[config.mk]
export PLATFORM = sky130hd
export DESIGN_NAME = id_ex_flat
export DESIGN_NICKNAME = d
export VERILOG_FILES = /design/src/rtl/id_ex_if.sv /design/src/rtl/id_ex.sv /design/src/flat_wrapper.sv
export SDC_FILE = /design/constraint.sdc
export NUM_CORES = 1
export LEC_CHECK = 0
export CELL_PAD_IN_SITES_DETAIL_PLACEMENT = 1
export CELL_PAD_IN_SITES_GLOBAL_PLACEMENT = 1
export CORE_MARGIN = 2
export CORE_UTILIZATION = 25
export DETAILED_ROUTE_END_ITERATION = 12
export PLACE_DENSITY_LB_ADDON = 0.3
export SETUP_SLACK_MARGIN = 0.1
export SYNTH_ARGS = -nofsm -noshare
export SYNTH_HDL_FRONTEND = slang
export SYNTH_SLANG_ARGS = --single-unit
[constraint.sdc]
create_clock -name clk -period 6.75 [get_ports clk]
set_clock_uncertainty 0.2 [all_clocks]
set_input_delay 1.35 -clock clk [delete_from_list [all_inputs] [get_ports clk]]
set_output_delay 1.35 -clock clk [all_outputs]
set_load 0.03 [all_outputs]
[src/rtl/id_ex_if.sv]
// ID/EX pipeline-register bus.
// Groups the decode-side inputs (*_i) and the execute-side registered
// copies (*_o) of the ID/EX stage, plus the combinational load-use stall.
//   slave  : the ID/EX register itself (reads *_i, drives *_o and stall_o)
//   master : the surrounding pipeline (drives *_i, reads *_o and stall_o)
// WIDTH is the datapath width; register addresses are log2(WIDTH) bits.
interface id_ex_if #(
    parameter int WIDTH = 32
);
    localparam int AW = $clog2(WIDTH);

    // decode-side inputs
    logic [WIDTH-1:0] inst_i;
    logic [WIDTH-1:0] inst_addr_i;
    logic [WIDTH-1:0] op1_i;
    logic [WIDTH-1:0] op2_i;
    logic [WIDTH-1:0] base_addr_i;
    logic [WIDTH-1:0] addr_offset_i;
    logic [AW-1:0]    rd_addr_i;
    logic             regs_wen_i;
    logic             mem_rd_req_i;
    logic [AW-1:0]    rs1_addr_i;
    logic [AW-1:0]    rs2_addr_i;
    logic             flush_i;

    // execute-side outputs
    logic [WIDTH-1:0] inst_o;
    logic [WIDTH-1:0] inst_addr_o;
    logic [WIDTH-1:0] op1_o;
    logic [WIDTH-1:0] op2_o;
    logic [WIDTH-1:0] base_addr_o;
    logic [WIDTH-1:0] addr_offset_o;
    logic [AW-1:0]    rd_addr_o;
    logic             regs_wen_o;
    logic             mem_rd_req_o;
    logic             stall_o;
    logic [WIDTH-1:0] bubble_cnt_o;

    modport slave (
        input  inst_i, inst_addr_i, op1_i, op2_i, base_addr_i, addr_offset_i,
               rd_addr_i, regs_wen_i, mem_rd_req_i, rs1_addr_i, rs2_addr_i, flush_i,
        output inst_o, inst_addr_o, op1_o, op2_o, base_addr_o, addr_offset_o,
               rd_addr_o, regs_wen_o, mem_rd_req_o, stall_o, bubble_cnt_o
    );

    modport master (
        output inst_i, inst_addr_i, op1_i, op2_i, base_addr_i, addr_offset_i,
               rd_addr_i, regs_wen_i, mem_rd_req_i, rs1_addr_i, rs2_addr_i, flush_i,
        input  inst_o, inst_addr_o, op1_o, op2_o, base_addr_o, addr_offset_o,
               rd_addr_o, regs_wen_o, mem_rd_req_o, stall_o, bubble_cnt_o
    );
endinterface

[src/rtl/id_ex.sv]
// ID/EX pipeline register with load-use hazard detection.
// Ports:
//   clk  - rising-edge clock for all state
//   rst  - synchronous, active-high reset (no effect between edges)
//   bus  - id_ex_if.slave: decode inputs, registered execute outputs,
//          combinational stall_o and saturating bubble counter.
// A normal edge copies every *_i into its *_o. When a flush arrives or the
// instruction in execute is a load whose destination is read by the
// instruction in decode, a bubble (canonical NOP, all controls cleared) is
// loaded instead. The bubble clears mem_rd_req_o, so the hazard lasts one
// cycle and the held decode instruction enters on the following edge.
module id_ex #(
    parameter int WIDTH = 32
) (
    input logic   clk,
    input logic   rst,
    id_ex_if.slave bus
);
    localparam int AW = $clog2(WIDTH);
    // addi x0,x0,0
    localparam logic [WIDTH-1:0] NOP_INST = WIDTH'(32'h0000_0013);

    logic [WIDTH-1:0] inst_r;
    logic [WIDTH-1:0] inst_addr_r;
    logic [WIDTH-1:0] op1_r;
    logic [WIDTH-1:0] op2_r;
    logic [WIDTH-1:0] base_addr_r;
    logic [WIDTH-1:0] addr_offset_r;
    logic [AW-1:0]    rd_addr_r;
    logic             regs_wen_r;
    logic             mem_rd_req_r;
    logic [WIDTH-1:0] bubble_cnt_r;

    logic             hazard_s;
    logic             bubble_s;
    logic [WIDTH-1:0] bubble_cnt_next_s;

    // Load-use detection against the load currently in execute; x0 never stalls.
    always_comb begin
        hazard_s = 1'b0;
        if (mem_rd_req_r && regs_wen_r && (rd_addr_r != {AW{1'b0}}) &&
            ((rd_addr_r == bus.rs1_addr_i) || (rd_addr_r == bus.rs2_addr_i))) begin
            hazard_s = 1'b1;
        end else begin
            hazard_s = 1'b0;
        end
    end

    // A flush already kills the entering instruction, so it masks the stall
    // and both causes together yield a single bubble.
    always_comb begin
        bubble_s = bus.flush_i | hazard_s;
        bus.stall_o = hazard_s & ~bus.flush_i;
    end

    // Saturating increment of the bubble counter.
    always_comb begin
        bubble_cnt_next_s = bubble_cnt_r;
        if (bubble_cnt_r != {WIDTH{1'b1}}) begin
            bubble_cnt_next_s = bubble_cnt_r + {{(WIDTH-1){1'b0}}, 1'b1};
        end else begin
            bubble_cnt_next_s = bubble_cnt_r;
        end
    end

    // Pipeline register: reset, then bubble (flush/hazard), then normal load.
    always_ff @(posedge clk) begin
        if (rst) begin
            inst_r        <= NOP_INST;
            inst_addr_r   <= {WIDTH{1'b0}};
            op1_r         <= {WIDTH{1'b0}};
            op2_r         <= {WIDTH{1'b0}};
            base_addr_r   <= {WIDTH{1'b0}};
            addr_offset_r <= {WIDTH{1'b0}};
            rd_addr_r     <= {AW{1'b0}};
            regs_wen_r    <= 1'b0;
            mem_rd_req_r  <= 1'b0;
            bubble_cnt_r  <= {WIDTH{1'b0}};
        end else if (bubble_s) begin
            inst_r        <= NOP_INST;
            inst_addr_r   <= {WIDTH{1'b0}};
            op1_r         <= {WIDTH{1'b0}};
            op2_r         <= {WIDTH{1'b0}};
            base_addr_r   <= {WIDTH{1'b0}};
            addr_offset_r <= {WIDTH{1'b0}};
            rd_addr_r     <= {AW{1'b0}};
            regs_wen_r    <= 1'b0;
            mem_rd_req_r  <= 1'b0;
            bubble_cnt_r  <= bubble_cnt_next_s;
        end else begin
            inst_r        <= bus.inst_i;
            inst_addr_r   <= bus.inst_addr_i;
            op1_r         <= bus.op1_i;
            op2_r         <= bus.op2_i;
            base_addr_r   <= bus.base_addr_i;
            addr_offset_r <= bus.addr_offset_i;
            rd_addr_r     <= bus.rd_addr_i;
            regs_wen_r    <= bus.regs_wen_i;
            mem_rd_req_r  <= bus.mem_rd_req_i;
            bubble_cnt_r  <= bubble_cnt_r;
        end
    end

    // Registered outputs to execute.
    always_comb begin
        bus.inst_o        = inst_r;
        bus.inst_addr_o   = inst_addr_r;
        bus.op1_o         = op1_r;
        bus.op2_o         = op2_r;
        bus.base_addr_o   = base_addr_r;
        bus.addr_offset_o = addr_offset_r;
        bus.rd_addr_o     = rd_addr_r;
        bus.regs_wen_o    = regs_wen_r;
        bus.mem_rd_req_o  = mem_rd_req_r;
        bus.bubble_cnt_o  = bubble_cnt_r;
    end
endmodule

[src/flat_wrapper.sv]
// flat-port wrapper written by rule: the top's interface ports become plain ports
module id_ex_flat 
#(
    parameter int WIDTH = 32
)
  (clk, rst, bus_inst_i, bus_inst_addr_i, bus_op1_i, bus_op2_i, bus_base_addr_i, bus_addr_offset_i, bus_rd_addr_i, bus_regs_wen_i, bus_mem_rd_req_i, bus_rs1_addr_i, bus_rs2_addr_i, bus_flush_i, bus_inst_o, bus_inst_addr_o, bus_op1_o, bus_op2_o, bus_base_addr_o, bus_addr_offset_o, bus_rd_addr_o, bus_regs_wen_o, bus_mem_rd_req_o, bus_stall_o, bus_bubble_cnt_o);
  id_ex_if #(.WIDTH(WIDTH)) bus_i ();
  input logic clk;
  input logic rst;
  input wire logic [$bits(bus_i.inst_i)-1:0] bus_inst_i;
  input wire logic [$bits(bus_i.inst_addr_i)-1:0] bus_inst_addr_i;
  input wire logic [$bits(bus_i.op1_i)-1:0] bus_op1_i;
  input wire logic [$bits(bus_i.op2_i)-1:0] bus_op2_i;
  input wire logic [$bits(bus_i.base_addr_i)-1:0] bus_base_addr_i;
  input wire logic [$bits(bus_i.addr_offset_i)-1:0] bus_addr_offset_i;
  input wire logic [$bits(bus_i.rd_addr_i)-1:0] bus_rd_addr_i;
  input wire logic [$bits(bus_i.regs_wen_i)-1:0] bus_regs_wen_i;
  input wire logic [$bits(bus_i.mem_rd_req_i)-1:0] bus_mem_rd_req_i;
  input wire logic [$bits(bus_i.rs1_addr_i)-1:0] bus_rs1_addr_i;
  input wire logic [$bits(bus_i.rs2_addr_i)-1:0] bus_rs2_addr_i;
  input wire logic [$bits(bus_i.flush_i)-1:0] bus_flush_i;
  output wire logic [$bits(bus_i.inst_o)-1:0] bus_inst_o;
  output wire logic [$bits(bus_i.inst_addr_o)-1:0] bus_inst_addr_o;
  output wire logic [$bits(bus_i.op1_o)-1:0] bus_op1_o;
  output wire logic [$bits(bus_i.op2_o)-1:0] bus_op2_o;
  output wire logic [$bits(bus_i.base_addr_o)-1:0] bus_base_addr_o;
  output wire logic [$bits(bus_i.addr_offset_o)-1:0] bus_addr_offset_o;
  output wire logic [$bits(bus_i.rd_addr_o)-1:0] bus_rd_addr_o;
  output wire logic [$bits(bus_i.regs_wen_o)-1:0] bus_regs_wen_o;
  output wire logic [$bits(bus_i.mem_rd_req_o)-1:0] bus_mem_rd_req_o;
  output wire logic [$bits(bus_i.stall_o)-1:0] bus_stall_o;
  output wire logic [$bits(bus_i.bubble_cnt_o)-1:0] bus_bubble_cnt_o;
  assign bus_i.inst_i = bus_inst_i;
  assign bus_i.inst_addr_i = bus_inst_addr_i;
  assign bus_i.op1_i = bus_op1_i;
  assign bus_i.op2_i = bus_op2_i;
  assign bus_i.base_addr_i = bus_base_addr_i;
  assign bus_i.addr_offset_i = bus_addr_offset_i;
  assign bus_i.rd_addr_i = bus_rd_addr_i;
  assign bus_i.regs_wen_i = bus_regs_wen_i;
  assign bus_i.mem_rd_req_i = bus_mem_rd_req_i;
  assign bus_i.rs1_addr_i = bus_rs1_addr_i;
  assign bus_i.rs2_addr_i = bus_rs2_addr_i;
  assign bus_i.flush_i = bus_flush_i;
  assign bus_inst_o = bus_i.inst_o;
  assign bus_inst_addr_o = bus_i.inst_addr_o;
  assign bus_op1_o = bus_i.op1_o;
  assign bus_op2_o = bus_i.op2_o;
  assign bus_base_addr_o = bus_i.base_addr_o;
  assign bus_addr_offset_o = bus_i.addr_offset_o;
  assign bus_rd_addr_o = bus_i.rd_addr_o;
  assign bus_regs_wen_o = bus_i.regs_wen_o;
  assign bus_mem_rd_req_o = bus_i.mem_rd_req_o;
  assign bus_stall_o = bus_i.stall_o;
  assign bus_bubble_cnt_o = bus_i.bubble_cnt_o;
  id_ex #(.WIDTH(WIDTH)) u_core (.clk(clk), .rst(rst), .bus(bus_i));
endmodule
======== Yosys cells after proc, flatten, opt, wreduce, memory -nomap -nowiden ========
Cells that the tools add are included.
Widths: inputs -> output; s select.
word-level totals
  input bits .............................. 212
  flip-flop bits (word level) ............. 231
  memory bits (read-only) ................. 0
  memory bits (writable) .................. 0
  bits in latches ......................... 0
  memories kept ........................... 0
cells by class
  reduce and logical (&&, ||, !) cells .... 7
  multiply operators ...................... 0
  $lt $le $gt $ge ......................... 0
  add/sub/neg operators ................... 1
  multiplexer cells ....................... 1
  bitwise gates (word level) .............. 3
  divide/modulo/power cells ............... 0
  shifts and indexed selects .............. 0
  eq/ne operators ......................... 3
operators with widths
  operator               count
  $add 32x1->32 const B  1
  $ne 32x32->1 const B   1
  $eq 5x5->1             2
  $reduce_bool 5->1      1
  $logic_and 1x1->1      3
  $reduce_and 2->1       1
  $reduce_or 2->1        1
  $and 1x1->1            1
  $logic_or 1x1->1       1
  $mux 1                 1
  $not 1->1              1
  $or 1x1->1             1

======== Depth between registers and ports, before layout ========
  depth in word-level cells ............... 6
  mapped depth ............................ 9
  gate-level depth less buffers ........... 6

======== Least setup slack after synthesis ========
OpenSTA, ideal clock, no wires.
  path kind ............................... in2out
  start ................................... input bus_rs1_addr_i[2]
  end ..................................... output bus_stall_o
  arrival time ............................ 2.597 ns
  required time ........................... 5.200 ns
  stages .................................. 4
  slack ................................... 2.603 ns
  buffers on the path ..................... 0
  cell sequence ........................... xor2_1 -> nor3_1 -> a22oi_1 -> nor3_1
between the ends
  longest elaborated chain between the ends .. 5
RTL lines
  element            RTL line            text
  from (decl)        flat_wrapper.sv:19  input wire logic [$bits(bus_i.rs1_addr_i)-1:0] bus_rs1_addr_i;
  $eq 5x5->1         id_ex.sv:42         ((rd_addr_r == bus.rs1_addr_i) || (rd_addr_r == bus.rs2_addr_i))) begin
  $logic_or 1x1->1   id_ex.sv:42
  $logic_and 1x1->1  id_ex.sv:41         if (mem_rd_req_r && regs_wen_r && (rd_addr_r != {AW{1'b0}}) &&
  $mux 1             id_ex.sv:41
  $and 1x1->1        id_ex.sv:53         bus.stall_o = hazard_s & ~bus.flush_i;
  to (decl)          flat_wrapper.sv:31  output wire logic [$bits(bus_i.stall_o)-1:0] bus_stall_o;
Every way passes these cells.

======== Worst setup path after layout ========
Ends and elaborated chain as after synthesis.

==> impl_results.md <==
* Overall track demand over capacity in global routing at 17.2%
* Count of mapped cells out of synthesis at 653
* Number of pins with negative max-slew slack in the final report at 0
* Number of global-route vias before repair at 6618
* Clock latency of the later-clocked register in the worst-skew pair at 0.54 ns
* Leakage dissipation at 4.89 nW
* Maximum clock frequency at 196 MHz
* Number of I/O port buffers at 443
* Library cell with the highest instance count after synthesis: sky130_fd_sc_hd__dfxtp_1
* Kind of end point of the critical path: output port
* Proportion of synthesized flip-flops having asynchronous set or reset at 0%
* Global-route wire length before repair at 40300 microns
* Area of the mapped netlist at 7380 sq um
* Width of the chip at 176 microns
* Via count at 6338
* Synthesized netlist net count at 866
* Total Negative Setup Slacks at 0 ns
* Min-Delay Path Class: flop to flop
* Final clock period utilization by the worst path at 75.6%
* Initial detailed-routing violation count at 246
* Synth top cells by count: sky130_fd_sc_hd__dfxtp_1 (231), sky130_fd_sc_hd__and2_1 (196), sky130_fd_sc_hd__a21oi_1 (25)
* Number of top-level pins at 444
* Number of warnings reported in the yosys synthesis log at 0
* Count of buffers added by post-CTS timing repair for setup at 0
* Total Routed Length at 27700 microns
* Status: finished, final reports clean
* Number of buffers added by the clock tree synthesis step at 27
* Distinct cells, synth at 48
* Worst ir drop on vdd at 0.185 mV
* Hold Fails Final Rpt at 0
* Area leader, netlist: sky130_fd_sc_hd__dfxtp_1
* DRC errors left at 0
* RD Place Congestion at 0.756
* Root cell of the clock tree: sky130_fd_sc_hd__clkbuf_16
* Top area cells in the synthesized netlist: sky130_fd_sc_hd__dfxtp_1 (63%), sky130_fd_sc_hd__and2_1 (17%), sky130_fd_sc_hd__buf_6 (2.1%), sky130_fd_sc_hd__o31ai_1 (2.1%), sky130_fd_sc_hd__or4_1 (2.1%)
* Number of gates given a new drive strength after cts at 0
* Critical path arrival at 3.55 ns
* Clock sink count at 231
* Final antenna diode count at 0
* Max-cap violations at 0
* Slew at the pin closest to its max-slew limit at 0.993 ns
* Count of nets left with antenna violations after detail routing at 0
* Number of storage elements in the synthesis netlist at 231
* Die area at 30900 sq um
* Routed vias/inst at 4.24
* Layout Area Growth over Synthesis at 76.8%
* Sequential fraction of the synthesis area at 62.7%
* Clock buffer depth at 3
* Number of antenna violations at the first check in global routing at 1
* Clock input transition at the sequential cells of the worst setup and hold paths at 0.06 ns
* Setup repair after global routing missed its margin: no
* Tightest slew margin relative to the limit at 33.8%
* Largest net degree at the start of global routing at 125
* Congestion Overflow GR at 0
* Effective utilization at floorplan at 25.6%
* Post-layout net count at 1306
* Overall power at 3.56 mW
* TritonCTS clock tree: built
* Critical Path Source Type: input port
* Minimum clock period at 5.10 ns
* Core Rows at 62
* Total iterations of the first detailed-routing run at 4
* Number of synthesized flops with an enable pin at 0
* Core region area at 28900 sq um
* Power density over cell area at 273 nW/um^2
* HPWL after detailed placement at 21100 microns
* Number of buffers inserted by hold repair at cts at 0
* Worst setup path class: input port to output port
* Most used flip-flop cell after synthesis: sky130_fd_sc_hd__dfxtp_1
* Maximum level of the CTS H-tree at 1
* Largest fanout on the critical path at 3
* Die Height at 176 microns
* DR WL/cell at 18.5 microns
* Mean instance size in the synthesized netlist at 11.3 sq um
* Share of cells above drive strength 1 at 5.58%
* Endpoint required time on the critical path at 5.20 ns
* Count of endpoints failing setup in the final report at 0
* Post-synth top area share at 62.7%
[cell usage in the layout (no fill, tap or decap), drive strengths merged, types with 3 or more instances in the layout]
cell,n
a21oi,26
and2,196
and4,3
buf,4
bufinv,4
clkbuf,40
clkdlybuf4s50,443
dfxtp,231
inv,4
mux2,7
nand2,8
nand2b,3
nand3,13
nand4,13
nor2,17
nor2b,7
nor3,9
o2111ai,3
o21ai,5
o31ai,21
or3,4
or4,21
xor2,10
[stage by stage]
stage / util (%) / hold slack [ns] / instances / worst slack [ns] / area, sq um
after global routing: 45.2 / 0.328 / 1496 / 1.55 / 13000
final: 45.2 / 0.309 / 1496 / 1.65 / 13000
after CTS: 45.2 / 0.311 / 1496 / 1.66 / 13000
after global placement: 41.9 / 0.289 / 1448 / 1.75 / 12100
after floorplan: - / 0.410 / 653 / 2.60 / 7380
after detailed placement: 41.9 / 0.298 / 1448 / 1.67 / 12100
[area by class of cell]
type	count	area, sq um
fillers	3116	15800
clock buffers	40	795
multi-input cells	383	2510
inverters	3	11.3
clock inverters	8	158
well taps	384	480
repair buffers	447	4460
flip-flops and latches	231	4620
[worst max-delay path: stages]
cell	delay, ns
sky130_fd_sc_hd__clkdlybuf4s50_1	0.43
sky130_fd_sc_hd__xor2_1	0.15
sky130_fd_sc_hd__nor3_1	0.52
sky130_fd_sc_hd__a22oi_1	0.18
sky130_fd_sc_hd__nor3_1	0.21
sky130_fd_sc_hd__clkdlybuf4s50_1	0.71
[state kept, by name, summed over array words and instances, names as in the netlist]
signal,count
u_core.bus.base_addr_o,32
u_core.bus.addr_offset_o,32
u_core.bus.regs_wen_o,1
u_core.bus.rd_addr_o,5
u_core.bus.mem_rd_req_o,1
u_core.bus.op1_o,32
u_core.bus.inst_o,32
u_core.bus.bubble_cnt_o,32
u_core.bus.inst_addr_o,32
u_core.bus.op2_o,32
[logic make-up after synthesis]
family	after synthesis	share of synthesized area, %
buffers and inverters	39	3.54
multiplexers	7	1.12
AO/OA/AOI/OAI	63	5.99
flip-flops	231	62.7
AND/OR/NAND/NOR	302	25.3
XOR/XNOR	10	1.19
adder cells (fa/ha/maj)	1	0.170
[power by group]
part	total, mW	internal [mW]	switching (mW)
Clock	1.55	0.965	0.587
Combinational	0.546	0.270	0.276
Sequential	1.47	1.44	0.0252
[per-layer routing]
metal / part of all wire, % / wire (microns) / vias up / GRT usage (%)
met5: 0.036 / 10 / - / 0
met4: 2.9 / 806 / 2 / 5.54
met3: 9.4 / 2600 / 49 / 6.86
met2: 51 / 14200 / 270 / 31.3
met1: 37 / 10200 / 2956 / 18.2
li1: - / - / 3061 / -
[path summary, 6_finish.rpt]
kind                                     from                     endpoint  slack (ns)  cells after the start
setup / recovery            bus_rs1_addr_i[2]                  bus_stall_o        1.65                      6
hold / removal    u_core.bus.bubble_cnt_o[31]  u_core.bus.bubble_cnt_o[31]        0.31                      2
setup reg to reg   u_core.bus.bubble_cnt_o[0]  u_core.bus.bubble_cnt_o[21]        3.67                      6
hold reg to reg   u_core.bus.bubble_cnt_o[31]  u_core.bus.bubble_cnt_o[31]        0.31                      2
No activity file was read; power rests on OpenSTA's default activity.
